[config.mk]
export PLATFORM = sky130hd
export DESIGN_NAME = voxel_ram_arbiter
export DESIGN_NICKNAME = d
export VERILOG_FILES = /design/src/rtl/voxel_ram_arbiter_pkg.sv /design/src/rtl/voxel_ram_arbiter_rr_select.sv /design/src/rtl/voxel_ram_arbiter.sv
export SDC_FILE = /design/constraint.sdc
export NUM_CORES = 1
export LEC_CHECK = 0
export BUFFER_PORTS_ARGS = -buffer_cell sky130_fd_sc_hd__buf_2
export CORE_UTILIZATION = 40
export CTS_CLUSTER_DIAMETER = 50
export DETAILED_ROUTE_END_ITERATION = 8
export PLACE_DENSITY_LB_ADDON = 0.3
export SLEW_MARGIN = 40
export SYNTH_ARGS = -nofsm -noshare
export SYNTH_HDL_FRONTEND = slang
export SYNTH_SLANG_ARGS = --single-unit
[constraint.sdc]
create_clock -name clk_in -period 1.7 [get_ports clk_in]
set_input_delay 0.17 -clock clk_in [delete_from_list [all_inputs] [get_ports clk_in]]
set_output_delay 0.17 -clock clk_in [all_outputs]
set_load 0.05 [all_outputs]
[src/rtl/voxel_ram_arbiter_pkg.sv]
// Shared voxel-world types: block coordinates, block contents and world extent.
package voxel_ram_arbiter_pkg;

  localparam int WORLD_DIM = 16;
  localparam int COORD_W   = 8;

  typedef struct packed {
    logic signed [COORD_W-1:0] x;
    logic signed [COORD_W-1:0] y;
    logic signed [COORD_W-1:0] z;
  } BlockPos;

  typedef logic [7:0] BlockType;

  localparam BlockType BLOCK_AIR = 8'h00;

  function automatic logic pos_in_world(BlockPos p);
    return (p.x >= 0) && (p.x < WORLD_DIM) &&
           (p.y >= 0) && (p.y < WORLD_DIM) &&
           (p.z >= 0) && (p.z < WORLD_DIM);
  endfunction

endpackage

[src/rtl/voxel_ram_arbiter_rr_select.sv]
// Round-robin pick: first eligible requester at or above ptr_i, wrapping to 0.
module rr_select #(
  parameter int NUM_REQ = 4,
  parameter int IDW     = 2
) (
  input  logic [NUM_REQ-1:0] eligible_i,
  input  logic [IDW-1:0]     ptr_i,
  output logic [NUM_REQ-1:0] grant_o,
  output logic [IDW-1:0]     idx_o,
  output logic               valid_o
);

  always_comb begin
    grant_o = '0;
    idx_o   = '0;
    valid_o = 1'b0;
    // Upper segment [ptr, NUM_REQ) first, then the wrapped segment [0, ptr).
    for (int j = 0; j < NUM_REQ; j++) begin
      if (!valid_o && eligible_i[j] && (j >= int'(ptr_i))) begin
        valid_o    = 1'b1;
        grant_o[j] = 1'b1;
        idx_o      = IDW'(j);
      end
    end
    for (int j = 0; j < NUM_REQ; j++) begin
      if (!valid_o && eligible_i[j] && (j < int'(ptr_i))) begin
        valid_o    = 1'b1;
        grant_o[j] = 1'b1;
        idx_o      = IDW'(j);
      end
    end
  end

endmodule

[src/rtl/voxel_ram_arbiter.sv]
// Round-robin arbiter sharing one fixed-latency voxel RAM among traversal units.
// Optional macro VOXEL_ARB_BOUNDS_EN suppresses RAM reads for out-of-world addresses.
module voxel_ram_arbiter
  import voxel_ram_arbiter_pkg::*;
#(
  parameter int NUM_REQ     = 4,
  parameter int RAM_LATENCY = 2
) (
  input  logic                  clk_in,
  input  logic                  rst_in,
  input  BlockPos [NUM_REQ-1:0] req_addr,
  input  logic [NUM_REQ-1:0]    req_read_enable,
  output BlockType              resp_data,
  output logic [NUM_REQ-1:0]    resp_valid,
  output BlockPos               ram_addr,
  output logic                  ram_read_enable,
  input  BlockType              ram_out,
  output logic                  busy
);

  // Protocol: a requester holds req_read_enable with a stable req_addr; once granted it is
  // blocked until the edge ending its one-cycle resp_valid pulse, which is always delivered.
  localparam int IDW = $clog2(NUM_REQ);

  logic [NUM_REQ-1:0] out_q, out_d;
  logic [IDW-1:0]     ptr_q, ptr_d;
  logic [NUM_REQ-1:0] eligible, gnt_oh;
  logic [IDW-1:0]     gnt_idx;
  logic               gnt_any, gnt_oob;
  BlockPos            gnt_addr;

  BlockPos            ram_addr_q;
  logic               ram_re_q;

  // Tag stage 0 travels with ram_addr; stage RAM_LATENCY lines up with ram_out.
  logic [RAM_LATENCY:0]          tag_v_q;
  logic [RAM_LATENCY:0]          tag_oob_q;
  logic [RAM_LATENCY:0][IDW-1:0] tag_id_q;

  BlockType           resp_data_q;
  logic [NUM_REQ-1:0] resp_valid_q, resp_valid_d;

  assign eligible = req_read_enable & ~out_q;

  rr_select #(
    .NUM_REQ (NUM_REQ),
    .IDW     (IDW)
  ) u_rr_select (
    .eligible_i (eligible),
    .ptr_i      (ptr_q),
    .grant_o    (gnt_oh),
    .idx_o      (gnt_idx),
    .valid_o    (gnt_any)
  );

  always_comb begin
    gnt_addr = '0;
    for (int i = 0; i < NUM_REQ; i++) begin
      if (gnt_oh[i]) gnt_addr = req_addr[i];
    end
  end

`ifdef VOXEL_ARB_BOUNDS_EN
  assign gnt_oob = gnt_any && !pos_in_world(gnt_addr);
`else
  assign gnt_oob = 1'b0;
`endif

  always_comb begin
    out_d = (out_q & ~resp_valid_q) | gnt_oh;
    ptr_d = ptr_q;
    if (gnt_any) begin
      ptr_d = (int'(gnt_idx) == NUM_REQ - 1) ? '0 : gnt_idx + IDW'(1);
    end
    for (int i = 0; i < NUM_REQ; i++) begin
      resp_valid_d[i] = tag_v_q[RAM_LATENCY] && (tag_id_q[RAM_LATENCY] == IDW'(i));
    end
  end

  always_ff @(posedge clk_in or negedge rst_in) begin
    if (!rst_in) begin
      out_q        <= '0;
      ptr_q        <= '0;
      ram_addr_q   <= '0;
      ram_re_q     <= 1'b0;
      tag_v_q      <= '0;
      tag_oob_q    <= '0;
      tag_id_q     <= '0;
      resp_valid_q <= '0;
      resp_data_q  <= BLOCK_AIR;
    end else begin
      out_q        <= out_d;
      ptr_q        <= ptr_d;
      ram_re_q     <= gnt_any && !gnt_oob;
      if (gnt_any) ram_addr_q <= gnt_addr;
      tag_v_q      <= {tag_v_q[RAM_LATENCY-1:0], gnt_any};
      tag_oob_q    <= {tag_oob_q[RAM_LATENCY-1:0], gnt_oob};
      tag_id_q     <= {tag_id_q[RAM_LATENCY-1:0], gnt_idx};
      resp_valid_q <= resp_valid_d;
      if (tag_v_q[RAM_LATENCY]) begin
        resp_data_q <= tag_oob_q[RAM_LATENCY] ? BLOCK_AIR : ram_out;
      end
    end
  end

  assign ram_addr        = ram_addr_q;
  assign ram_read_enable = ram_re_q;
  assign resp_data       = resp_data_q;
  assign resp_valid      = resp_valid_q;
  assign busy            = |out_q;

endmodule
==> metrics.cfg <==
[die]
fp-row-count=29
dieArea_mm2=0.007121
die_height_um=84.39
pin_count=148
core-area_mm2=0.006459
initial_core_util_pct=42.04
die_w_um=84.39

[place]
placedCellCount=489
dp_hpwl_mm=6.513
place_congestion=0.8837
port-buffer-count=147

[final_layout]
drive_gt1_share_pct=56.44
area_growth_syn_to_layout_pct=47.93
n_antenna_cell=0
ff_latch_area_mm2=0.001276
multi_input_comb_area_mm2=0.001439
fillerInstances=547
nets=536
final_cells=504

[timing]
tightest_slew_ns=0.6502
hold_viol_final=0
report.final.slew_viol_count=0
slew_headroom_pct=56.65
tns_ns=-0.5127
finalSetupViolations=25
min_period_ns=1.754
fmax_ghz=0.5700
rsz0062_at_grt=true
postLayoutSetupSlackWorst_ns=-0.05440
fin_crit_sh_pct=103.2
fin_skew_ns=0.008317

[worst_setup_path]
startpoint_type=register
crit_fanout=7
cp_data_required_time_ns=1.88
critPathCaptureType=register
path_class=reg -> reg
worst_ep_arrival_time_ns=1.94

[drt]
ant_nets=0
wirelength_mm=9.390
route.detailed.drc=4
dr.pass1.iters=6
via_count=2956
drtIter0Drc=272
vias_per_cell=5.865
post_drt_wl_per_cell_um=18.63

[yosys]
synthArstFlopShare_pct=100.0
synth-seq-cells=51
seq_area_frac_synth_pct=47.00
yosys_warnings=0
synth_area_leaders=dfrtp_1, a32oi_1, o22ai_1, and3_1, a31oi_1
netlist_instances=263
synth_top_area_share_pct=47.00
syn_avg_cell_area_um2=10.32
ys_types=38
synth_edf_count=0
ys.flop_type=dfrtp_1
synth_top_area_cell=dfrtp_1
synthesis.area_mm2=0.002715
synth_nets=373

[cts]
numCtsBuffers=5
h-tree-depth=2
clk_pin_slew_ns=0.09
clk_latency_ns=0.30
clock-root-buffer=clkbuf_8
max-clock-path-buffers=2
clock_sinks=51
cts_tree=done

[power]
power_density_mw_per_mm2=1983
leakagePower_nw=1.870
irDropWorstVdd_v=0.001250

[global_routing]
antenna_found_initial=0
grt_usage_pct=27.12
first_global_vias=3110
grt_max_degree=52
grt_pass1_wl_mm=15.22
grt_overflow=0

[outcome]
outcome=finished with violations
violations=DRC, setup timing

[min_path]
hold_class=in -> reg

[job]
maxCapViolCount=0

==> cells in the final DEF, fill, tap and decap left out, types with 2 or more instances in the layout <==
cell type	Yosys	final
a21oi_1	4	3
a31oi_1	24	24
a32oi_1	24	21
a32oi_2	0	3
and3_1	25	2
and3_4	0	23
buf_12	0	2
buf_2	9	146
buf_4	0	23
buf_6	7	7
buf_8	2	3
clkbuf_8	0	5
clkinv_2	0	2
dfrtp_1	51	51
inv_1	4	4
mux2_2	8	8
nand2_1	5	5
nand2b_1	6	3
nand2b_4	0	2
nor2_1	9	9
nor2b_1	3	2
o21ai_0	26	19
o21ai_1	2	9
o22ai_1	26	26
==> flip-flops by register name (all words and copies together), names as in the netlist <==
signal / flops
ptr_q: 2
tag_id_q: 6
tag_v_q: 3
out_q: 4
resp_valid: 4
resp_data: 8
ram_addr: 24
==> cells in the mapped netlist (2+ instances only) <==
cell / number
and3_1: 25
dfrtp_1: 51
clkbuf_1: 8
nand2_1: 5
mux2_2: 8
nor2_1: 9
a21oi_1: 4
o21ai_1: 2
buf_6: 7
a32oi_1: 24
a31oi_1: 24
buf_2: 9
o22ai_1: 26
buf_8: 2
inv_1: 4
o21ai_0: 26
nor2b_1: 3
nand2b_1: 6
==> critical path: stages, from the launching register on <==
cell	delay [ns]
dfrtp_1	0.45
or4b_4	0.58
buf_6	0.17
and3_4	0.14
a32oi_1	0.20
a31oi_1	0.10
==> cell type report <==
| type | instances | share of cell area (%) |
|---|---|---|
| clock buffer | 5 | 1.713 |
| sequential | 51 | 31.78 |
| tap | 77 | 2.399 |
| multi-input combinational | 181 | 35.83 |
| clock inverter | 3 | 0.4673 |
| timing repair buffer | 183 | 27.45 |
| inverter | 4 | 0.3738 |
==> repair_timing <==
action	CTS	global route
pin swaps	22	11
endpoints found under the hold margin	37	0
gates resized for setup	30	13
hold buffers	1	0
gates cloned	1	1
buffers inserted	2	2
endpoints found under the setup margin	25	25
==> cells by family (layout without fill, tap and decap cells) <==
| kind of cell | after synthesis | in the layout | share of synthesized area, % |
|---|---|---|---|
| buffers and inverters | 31 | 195 | 7.465 |
| flip-flops | 51 | 51 | 47.00 |
| AND/OR/NAND/NOR | 59 | 59 | 12.95 |
| AO/OA/AOI/OAI | 114 | 114 | 29.26 |
| multiplexers | 8 | 8 | 3.318 |
==> report_power, final <==
| group | internal, mW | total [mW] | switching (mW) |
|---|---|---|---|
| clock | 0.291 | 0.699 | 0.408 |
| sequential | 1.81 | 2.21 | 0.400 |
| combinational | 1.83 | 5.05 | 3.23 |
==> worst paths after layout <==
kind | from | endpoint | slack, ns | cells after the start
max in group asynchronous | rst_in | out_q[3]$_DFF_PN0_ | 0.75 | 3
setup / recovery | ptr_q[1]$_DFFE_PN0P_ | ram_addr[15]$_DFFE_PN0P_ | -0.05 | 5
hold reg to reg | tag_id_q[3]$_DFF_PN0_ | tag_id_q[5]$_DFF_PN0_ | 0.36 | 0
setup reg to reg | ptr_q[1]$_DFFE_PN0P_ | ram_addr[15]$_DFFE_PN0P_ | -0.05 | 5
hold / removal | ram_out[3] | resp_data[3]$_DFFE_PN0P_ | 0.09 | 2
min in group asynchronous | rst_in | ram_addr[6]$_DFFE_PN0P_ | 0.51 | 3
==> layer usage <==
layer	up-vias	global-route usage [%]	wire [um]
met3	21	3.835	704
met1	1412	36.80	3934
li1	1370	-	-
met5	-	0	0
met4	0	11.09	171
met2	153	44.04	4579
==> through the flow <==
step                total power [mW]  hold slack, ns  util, %  setup slack [ns]  cell area (um^2)
floorplan                      5.539         -0.1256        -          -0.03905              2810
global placement               6.764          0.3167    57.50         -0.008476              3714
detailed placement             6.869          0.3266    57.50           -0.1215              3714
CTS                            7.768         0.08413    60.93          -0.04295              3935
global route                   8.388         0.08374    62.19           -0.1223              4016
finish                         7.963         0.09424    62.19          -0.05440              4016
No activity file was read; power rests on OpenSTA's default activity.
